`config.mk`:
```
export PLATFORM = sky130hd
export DESIGN_NAME = aes_host_sequencer
export DESIGN_NICKNAME = d
export VERILOG_FILES = /design/src/rtl/aes_host_sequencer.sv
export SDC_FILE = /design/constraint.sdc
export NUM_CORES = 2
export LEC_CHECK = 0
export BUFFER_PORTS_ARGS = -buffer_cell sky130_fd_sc_hd__buf_4
export CAP_MARGIN = 10
export CORE_MARGIN = 1.5
export CORE_UTILIZATION = 33
export DETAILED_ROUTE_END_ITERATION = 8
export PLACE_DENSITY_LB_ADDON = 0.15
export SETUP_SLACK_MARGIN = 0.05
export SLEW_MARGIN = 15
export SYNTH_ARGS = -nofsm -noshare
export SYNTH_HDL_FRONTEND = slang
export SYNTH_SLANG_ARGS = --single-unit
```
`constraint.sdc`:
```
create_clock -name clk -period 9.75 [get_ports clk]
set_clock_uncertainty 0.2 [all_clocks]
set_input_delay 2.4375 -clock clk [delete_from_list [all_inputs] [get_ports clk]]
set_output_delay 2.4375 -clock clk [all_outputs]
set_load 0.05 [all_outputs]
```
`src/rtl/aes_host_sequencer.sv`:
```
// aes_host_sequencer
// Host-side sequencer for the AES wrapper's 4-bit control / 16-bit write /
// 8-bit read interface. A start request runs one full transaction:
// CONFIG, optional key load and key expansion, block load, process start,
// status polling and a 16-byte result readback. The result is presented on
// `result` with a one-cycle `done` pulse.
//
// Ports
//   clk, reset        clock, synchronous active-high reset
//   start             one-cycle request, taken only in IDLE
//   load_key          1 = write key and run key init, 0 = reuse expanded key
//   encdec            1 = encrypt, 0 = decrypt
//   keylen            0 = 128-bit key (in key[255:128]), 1 = 256-bit key
//   key, block        key and input block, latched on start
//   busy              transaction in progress
//   done              one-cycle completion pulse
//   error             one-cycle pulse with done on a status-poll timeout
//   result            last good result, held until the next good done
//   ctrl, wdata       registered control code / write data to the wrapper
//   rdata             wrapper data_out
module aes_host_sequencer #(
  parameter int unsigned POLL_DELAY = 4,
  parameter int unsigned TIMEOUT    = 1023,
  parameter int unsigned RD_LAT     = 1
) (
  input  logic         clk,
  input  logic         reset,
  input  logic         start,
  input  logic         load_key,
  input  logic         encdec,
  input  logic         keylen,
  input  logic [255:0] key,
  input  logic [127:0] block,
  output logic         busy,
  output logic         done,
  output logic         error,
  output logic [127:0] result,
  output logic [3:0]   ctrl,
  output logic [15:0]  wdata,
  input  logic [7:0]   rdata
);

  localparam logic [3:0] CTL_IDLE    = 4'd0;
  localparam logic [3:0] CTL_WR_BLK  = 4'd1;
  localparam logic [3:0] CTL_WR_KEY  = 4'd2;
  localparam logic [3:0] CTL_STATUS  = 4'd3;
  localparam logic [3:0] CTL_CONFIG  = 4'd4;
  localparam logic [3:0] CTL_START   = 4'd5;
  localparam logic [3:0] CTL_RESULT  = 4'd6;

  localparam logic [15:0] GAP_LAST   = 16'(POLL_DELAY - 1);
  localparam logic [15:0] TO_LAST    = 16'(TIMEOUT - 1);
  localparam logic [15:0] DRAIN_LAST = 16'(RD_LAT - 1);

  typedef enum logic [3:0] {
    S_IDLE, S_CONFIG, S_WR_KEY, S_INIT, S_GAP1, S_POLL_RDY, S_WR_BLK,
    S_NEXT, S_GAP2, S_POLL_VLD, S_READ, S_DRAIN, S_FIN
  } state_e;

  state_e         state, state_d;
  logic [15:0]    cnt, cnt_d;
  logic           err_d;
  logic [3:0]     ctrl_d;
  logic [15:0]    wdata_d;
  logic           busy_d, done_d;

  logic [255:0]   key_q;
  logic [127:0]   block_q;
  logic           load_key_q;

  logic [RD_LAT-1:0] rd_pipe;
  logic [3:0]     cap_idx, cap_idx_d;
  logic [127:0]   shadow, shadow_d;

  // Next state and per-state cycle counter.
  always_comb begin
    state_d = state;
    cnt_d   = cnt;
    err_d   = 1'b0;
    case (state)
      S_IDLE: begin
        if (start) begin
          state_d = S_CONFIG;
          cnt_d   = '0;
        end
      end
      S_CONFIG: begin
        state_d = load_key_q ? S_WR_KEY : S_WR_BLK;
        cnt_d   = '0;
      end
      S_WR_KEY: begin
        if (cnt == 16'd15) begin
          state_d = S_INIT;
          cnt_d   = '0;
        end else begin
          cnt_d = cnt + 16'd1;
        end
      end
      S_INIT: begin
        state_d = S_GAP1;
        cnt_d   = '0;
      end
      S_GAP1: begin
        if (cnt == GAP_LAST) begin
          state_d = S_POLL_RDY;
          cnt_d   = '0;
        end else begin
          cnt_d = cnt + 16'd1;
        end
      end
      S_POLL_RDY: begin
        if (rdata[0]) begin
          state_d = S_WR_BLK;
          cnt_d   = '0;
        end else if (cnt == TO_LAST) begin
          state_d = S_FIN;
          err_d   = 1'b1;
        end else begin
          cnt_d = cnt + 16'd1;
        end
      end
      S_WR_BLK: begin
        if (cnt == 16'd7) begin
          state_d = S_NEXT;
          cnt_d   = '0;
        end else begin
          cnt_d = cnt + 16'd1;
        end
      end
      S_NEXT: begin
        state_d = S_GAP2;
        cnt_d   = '0;
      end
      S_GAP2: begin
        if (cnt == GAP_LAST) begin
          state_d = S_POLL_VLD;
          cnt_d   = '0;
        end else begin
          cnt_d = cnt + 16'd1;
        end
      end
      S_POLL_VLD: begin
        if (rdata[1]) begin
          state_d = S_READ;
          cnt_d   = '0;
        end else if (cnt == TO_LAST) begin
          state_d = S_FIN;
          err_d   = 1'b1;
        end else begin
          cnt_d = cnt + 16'd1;
        end
      end
      S_READ: begin
        if (cnt == 16'd15) begin
          state_d = S_DRAIN;
          cnt_d   = '0;
        end else begin
          cnt_d = cnt + 16'd1;
        end
      end
      S_DRAIN: begin
        if (cnt == DRAIN_LAST) begin
          state_d = S_FIN;
          cnt_d   = '0;
        end else begin
          cnt_d = cnt + 16'd1;
        end
      end
      S_FIN: begin
        state_d = S_IDLE;
        cnt_d   = '0;
      end
      default: begin
        state_d = S_IDLE;
        cnt_d   = '0;
      end
    endcase
  end

  // Outputs are decoded from the upcoming state so that ctrl/wdata are
  // registered yet line up with the state they belong to. CONFIG is only
  // entered from IDLE on start, so its word comes straight from the mode
  // inputs; the wdata register is what holds them for the transaction.
  always_comb begin
    ctrl_d  = CTL_IDLE;
    wdata_d = '0;
    case (state_d)
      S_CONFIG: begin
        ctrl_d  = CTL_CONFIG;
        wdata_d = {14'b0, keylen, encdec};
      end
      S_WR_KEY: begin
        ctrl_d  = CTL_WR_KEY;
        wdata_d = key_q[{~cnt_d[3:0], 4'hF} -: 16];
      end
      S_INIT: begin
        ctrl_d  = CTL_START;
        wdata_d = 16'h0001;
      end
      S_POLL_RDY, S_POLL_VLD: ctrl_d = CTL_STATUS;
      S_WR_BLK: begin
        ctrl_d  = CTL_WR_BLK;
        wdata_d = block_q[{~cnt_d[2:0], 4'hF} -: 16];
      end
      S_NEXT: begin
        ctrl_d  = CTL_START;
        wdata_d = 16'h0002;
      end
      S_READ:  ctrl_d = CTL_RESULT;
      default: ;
    endcase
    busy_d = !(state_d inside {S_IDLE, S_FIN});
    done_d = (state_d == S_FIN);
  end

  // Readback capture: rd_pipe tracks which cycles carry a returned byte,
  // RD_LAT cycles behind each RESULT_OUT control cycle.
  always_comb begin
    shadow_d  = shadow;
    cap_idx_d = cap_idx;
    if (state == S_IDLE && start) begin
      cap_idx_d = '0;
    end else if (rd_pipe[RD_LAT-1]) begin
      shadow_d[{~cap_idx, 3'b111} -: 8] = rdata;
      cap_idx_d = cap_idx + 4'd1;
    end
  end

  always_ff @(posedge clk) begin
    if (reset) begin
      state      <= S_IDLE;
      cnt        <= '0;
      ctrl       <= '0;
      wdata      <= '0;
      busy       <= 1'b0;
      done       <= 1'b0;
      error      <= 1'b0;
      result     <= '0;
      key_q      <= '0;
      block_q    <= '0;
      load_key_q <= 1'b0;
      rd_pipe    <= '0;
      cap_idx    <= '0;
      shadow     <= '0;
    end else begin
      state   <= state_d;
      cnt     <= cnt_d;
      ctrl    <= ctrl_d;
      wdata   <= wdata_d;
      busy    <= busy_d;
      done    <= done_d;
      error   <= err_d;
      cap_idx <= cap_idx_d;
      shadow  <= shadow_d;
      if (state == S_IDLE && start) begin
        key_q      <= key;
        block_q    <= block;
        load_key_q <= load_key;
      end
      rd_pipe[0] <= (ctrl == CTL_RESULT);
      for (int unsigned i = 1; i < RD_LAT; i++) begin
        rd_pipe[i] <= rd_pipe[i-1];
      end
      // Only the normal DRAIN exit publishes; a timeout leaves result as is.
      if (state == S_DRAIN && state_d == S_FIN) begin
        result <= shadow_d;
      end
    end
  end

endmodule
```
-- After elaboration in Yosys (flattened, before gate mapping)
Cells that the tools add are included.
- reduce and logical (&&, ||, !) cells: 12
- equality and inequality tests: 26
- shifts and indexed selects: 4
- bitwise gates (word level): 3
- add/sub/neg operators: 3
- mux-type cells: 30
- operator list (kind ; count):
    271-bit by 9-bit indexed part select with 16-bit output ; 1
    128-bit 2-to-1 mux ; 2
    143-bit by 8-bit indexed part select with 16-bit output ; 1
    8-bit by 9-bit variable shift with 135-bit output (first input constant) ; 1
    8-bit by 9-bit indexed part select with 135-bit output ; 1
    128-bit bitwise mux ; 1
    16-bit 2-to-1 mux ; 8
    16-bit one-hot mux with 7 select lines ; 1
    16-bit one-hot mux with 5 select lines ; 1
    4-bit one-hot mux with 12 select lines ; 1
    4-bit 2-to-1 mux ; 10
    4-bit by 3-bit == test with 1-bit output (second input constant) ; 8
    4-bit == test (second input constant) ; 7
    3-bit one-hot mux with 6 select lines ; 1
    16-bit by 1-bit adder with 16-bit output (second input constant) ; 1
    16-bit by 10-bit == test with 1-bit output (second input constant) ; 1
    16-bit by 2-bit == test with 1-bit output (second input constant) ; 1
    16-bit by 3-bit == test with 1-bit output (second input constant) ; 1
    16-bit by 4-bit == test with 1-bit output (second input constant) ; 1
    4-bit by 2-bit == test with 1-bit output (second input constant) ; 4
    16-bit logical NOT ; 1
    2-bit OR reduction ; 5
    7-bit negator with 9-bit output ; 1
    4-bit by 1-bit == test with 1-bit output (second input constant) ; 2
    11 further kinds ; 16
- input port bits: 398
- bits in registers: 689
- word-level logic and storage cells: 93

-- Depth between registers and ports, before layout
- word-level depth: 7
- mapped depth: 15

-- Least setup slack after synthesis
OpenSTA, ideal clock, no wires.
- kind: input to register
- start point: input port rdata[1]
- end point: register wdata[10]
- cell stages on the path: 12
- slack: 4823 ps
- data arrival time: 4593 ps
- required time: 9416 ps
- cells stage by stage: clkbuf_1 > nor3b_1 > o21ai_1 > o31ai_4 > o21ai_2 > a31o_2 > buf_2 > nor2_2 > buf_4 > nand3_1 > nand4_1 > o211ai_1
- word-level cells in the longest chain between the ends: 5
- elaborated cells on any way between the ends: 14
- those cells by class: eq/ne (5); shift (2); mux (5); bitwise (2)
- ends and longest elaborated chain (what ; line ; RTL):
    from (decl) ; 40 ; input logic [7:0] rdata
    16-bit 2-to-1 mux ; 143 ; if (rdata[1]) begin
    16-bit one-hot mux with 7 select lines ; 80 ; case (state)
    4-bit inverter / 3-bit inverter (equally long branches) ; 194, 203 ;
    271-bit by 9-bit indexed part select with 16-bit output / 143-bit by 8-bit indexed part select with 16-bit output (equally long branches) ; 194, 203 ;
    16-bit one-hot mux with 5 select lines (*) ; 187 ; case (state_d)
    to (signal assigned) ; 249 ; wdata <= wdata_d;
    to (decl) ; 39 ; output logic [15:0] wdata,
Every way passes the cells marked *; elsewhere a longest branch is shown, timed or not.
A chain may end at the register's enable or synchronous reset.

-- Worst setup path after layout
- start point: input port rdata[1]
- end point: register wdata[2]
The elaborated chain is that of the path after synthesis.

==> impl_metrics.yaml <==
worst_setup_path:
  crit_fanout: 79
  critPathMaxStageDelay_ps: 700
  regToRegSetupSlack_ps: 4860
  path_buf_inv: 1
  startpoint_type: "input pin"
  crit_required_ps: 10100
  critPathCaptureType: "register"
  critPathSlowestCell: "and2_4"
  r2r_cells: 12
  worstSetupPathType: "input pin to register"
  crit_family: "simple AND/OR/NAND/NOR gates"
  path_cells: "buf_4 > nor3b_1 > o21ai_1 > o31ai_4 > a21o_4 > and2_4 > nor2_1 > a32oi_1 > nand4_1 > o211ai_1"
  r2r_end: "wdata[2]$_SDFF_PP0_"
  cp.arrival_ps: 6020
  reg2reg_from: "cnt[0]$_SDFF_PP0_"
cts:
  ctsHtreeMaxLevel: 3
  cts_inserted_buffers: 78
  clk_latency_ps: 640
  clockBufferDepth: 3
  path_clk_slew_ps: 60
  hold_buffers: 0
  post-cts-setup-buffers: 0
  cts_tree: "built"
  cts.sinks: 688
  cts_root_buf: "clkbuf_16"
  ctsResizeCount: 0
global_route:
  grt.overflow.total: 0
  grt_pass1_vias: 24216
  grt_first_pass_wirelength_mm: 158
  grt_max_degree: 232
  antenna_found_initial: 5
  grt_usage_pct: 24.5
routing:
  vias_per_cell: 5.06
  vias: 25415
  drtIter0Drc: 2278
  drt-pass1-iter-count: 8
  drc: 0
  ant_nets: 0
  wl_per_cell_microns: 21.8
  drt_wl_total_mm: 109
layout:
  seqCellArea_sq_mm: 0.0138
  area_growth_pct: 26.3
  nFillCells: 8642
  nNetsFinal: 4232
  drive_gt1_share_pct: 18.8
  multi_input_area_sq_mm: 0.0129
flow_run:
  drv_cap: 0
synth:
  synth_ff_type: "dfxtp_1"
  yosys.area.top_type: "dfxtp_1"
  syn_inst: 3455
  synth_edf_count: 0
  yosysWarningCount: 0
  seq_area_frac_synth_pct: 49.4
  synth_common_cells: "nand2_1, dfxtp_1, a21oi_1, nor2_1, clkbuf_1"
  syn_avg_cell_area_sq_um: 8.07
  synth.most_common_cell: "nand2_1"
  synth_area_leaders: "dfxtp_1, nand2_1, a21oi_1"
  async_reset_ff_share_pct: 0
  synth_seq_cells: 688
  syn_area_sq_mm: 0.0279
  synth_top_area_share_pct: 49.4
  yosysUniqueCellTypes: 72
  synth_nets: 3863
sta:
  setup_viol: 0
  final-hold-violation-count: 0
  fin_tns_setup_ps: 0
  rsz0062_at_grt: "no"
  worst_pin_slew_ps: 1390
  slew_viol_final: 0
  period_needed_ps: 5670
  fmax_mhz: 176
  min_period_over_period_pct: 58.2
  slew_headroom_pct: 7.41
floorplanning:
  dieArea_sq_mm: 0.0862
  std_cell_rows: 106
  die_w_microns: 294
  start_util_pct: 33.3
  coreArea_sq_mm: 0.0837
  pin_count: 549
  die_h_microns: 294
run_status:
  status: "complete, no violations"
hold_path:
  worstHoldEndpoint: "key_q[145]$_SDFFE_PP0P_"
  hp-start: "key_q[145]$_SDFFE_PP0P_"
  hold_path_depth: 2
  hold_class: "register to register"
placement:
  place.gp.congestion: 0.914
  dp_hpwl_mm: 80.3
  portBuffers: 547
power:
  p_per_area_mw_per_mm2: 200
  ir_worst_vdd_mv: 0.108
  p_leak_nw: 14.1
  power.total_mw: 7.05
-- where the power goes --
group | internal (mW) | total (mW) | switching, mW
clock | 1.84 | 3.11 | 1.27
sequential | 2.95 | 3.07 | 0.120
combinational | 0.302 | 0.864 | 0.562
total | 5.10 | 7.05 | 1.95
-- stage by stage --
step                util [%]  worst slack, ps  hold slack [ps]  area [sq um]  instances
floorplan                  -             4820              232         27900       3455
global placement        38.8             3550              244         32500       4878
detailed placement      38.8             3490              247         32500       4878
CTS                     42.1             4160              254         35200       5024
global route            42.1             3890              270         35200       5024
finish                  42.1             4080              253         35200       5025
-- cell type report --
class                           instances  area share (%)
Sequential cell                       688            39.1
Multi-Input combinational cell       2479            36.8
Timing Repair Buffer                  566            12.2
Clock buffer                          114            6.52
Tap cell                             1134            4.03
Clock inverter                         32            1.30
Inverter                               11           0.117
Antenna cell                            1         0.00710
-- how the worst max path moves through the flow --
stage                     startpoint              endpoint  depth (start not counted)  slack (ps)
final                       rdata[1]   wdata[2]$_SDFF_PP0_                         10        4080
after global routing        rdata[1]   wdata[2]$_SDFF_PP0_                         10        3890
after CTS                   rdata[1]   wdata[3]$_SDFF_PP0_                         10        4160
after detailed placement    rdata[1]   wdata[3]$_SDFF_PP0_                         10        3490
after global placement      rdata[1]   wdata[3]$_SDFF_PP0_                         10        3550
after floorplan             rdata[1]  wdata[10]$_SDFF_PP0_                         12        4820
-- worst reg2reg max path, delay by kind of cell (launching register included) --
kind | cells | cell delay (ps)
fa+ha+maj | 1 | 190
flops | 1 | 350
simple gates | 4 | 1130
mux | 1 | 690
compound gates | 4 | 1430
buf+inv | 2 | 820
-- cell families (layout without fill, tap and decap cells) --
group,Yosys count,in the layout,share of synthesized area [%]
AND/OR/NAND/NOR,1552,1552,22.8
AO/OA/AOI/OAI,718,718,15.9
flip-flops,688,688,49.4
buffers and inverters,288,723,4.27
multiplexers,193,193,6.98
adder cells (fa/ha/maj),10,10,0.449
XOR/XNOR,5,5,0.157
other,1,2,0.0135
-- registers in the layout (all words and copies together) (netlist names) --
signal / cells
key_q: 256
block_q: 128
result: 128
shadow: 128
cnt: 16
wdata: 16
cap_idx: 4
state: 4
ctrl: 3
busy: 1
done: 1
error: 1
load_key_q: 1
rd_pipe: 1
-- layer usage --
layer / GRT usage [%] / share of wire, % / wire (microns)
met2: 40.8 / 48 / 52200
met1: 31.0 / 42 / 46000
met5: 0 / 0.033 / 36
met4: 9.48 / 3.9 / 4230
met3: 4.89 / 6.4 / 6990
-- cell usage in the layout (no fill, tap or decap), types with 15 or more instances in the layout --
| cell type | n |
|---|---|
| nand4_1 | 20 |
| nand3_1 | 87 |
| buf_4 | 563 |
| a31oi_1 | 28 |
| a211oi_1 | 134 |
| nor2b_1 | 22 |
| mux2i_1 | 191 |
| clkbuf_8 | 21 |
| a21oi_1 | 419 |
| o21ai_0 | 16 |
| dfxtp_1 | 688 |
| o211ai_1 | 15 |
| nor2_1 | 297 |
| clkbuf_1 | 15 |
| a32oi_1 | 58 |
| clkbuf_16 | 78 |
| nand2_1 | 1027 |
| and3_1 | 33 |
(Power assumes the default switching activity.)
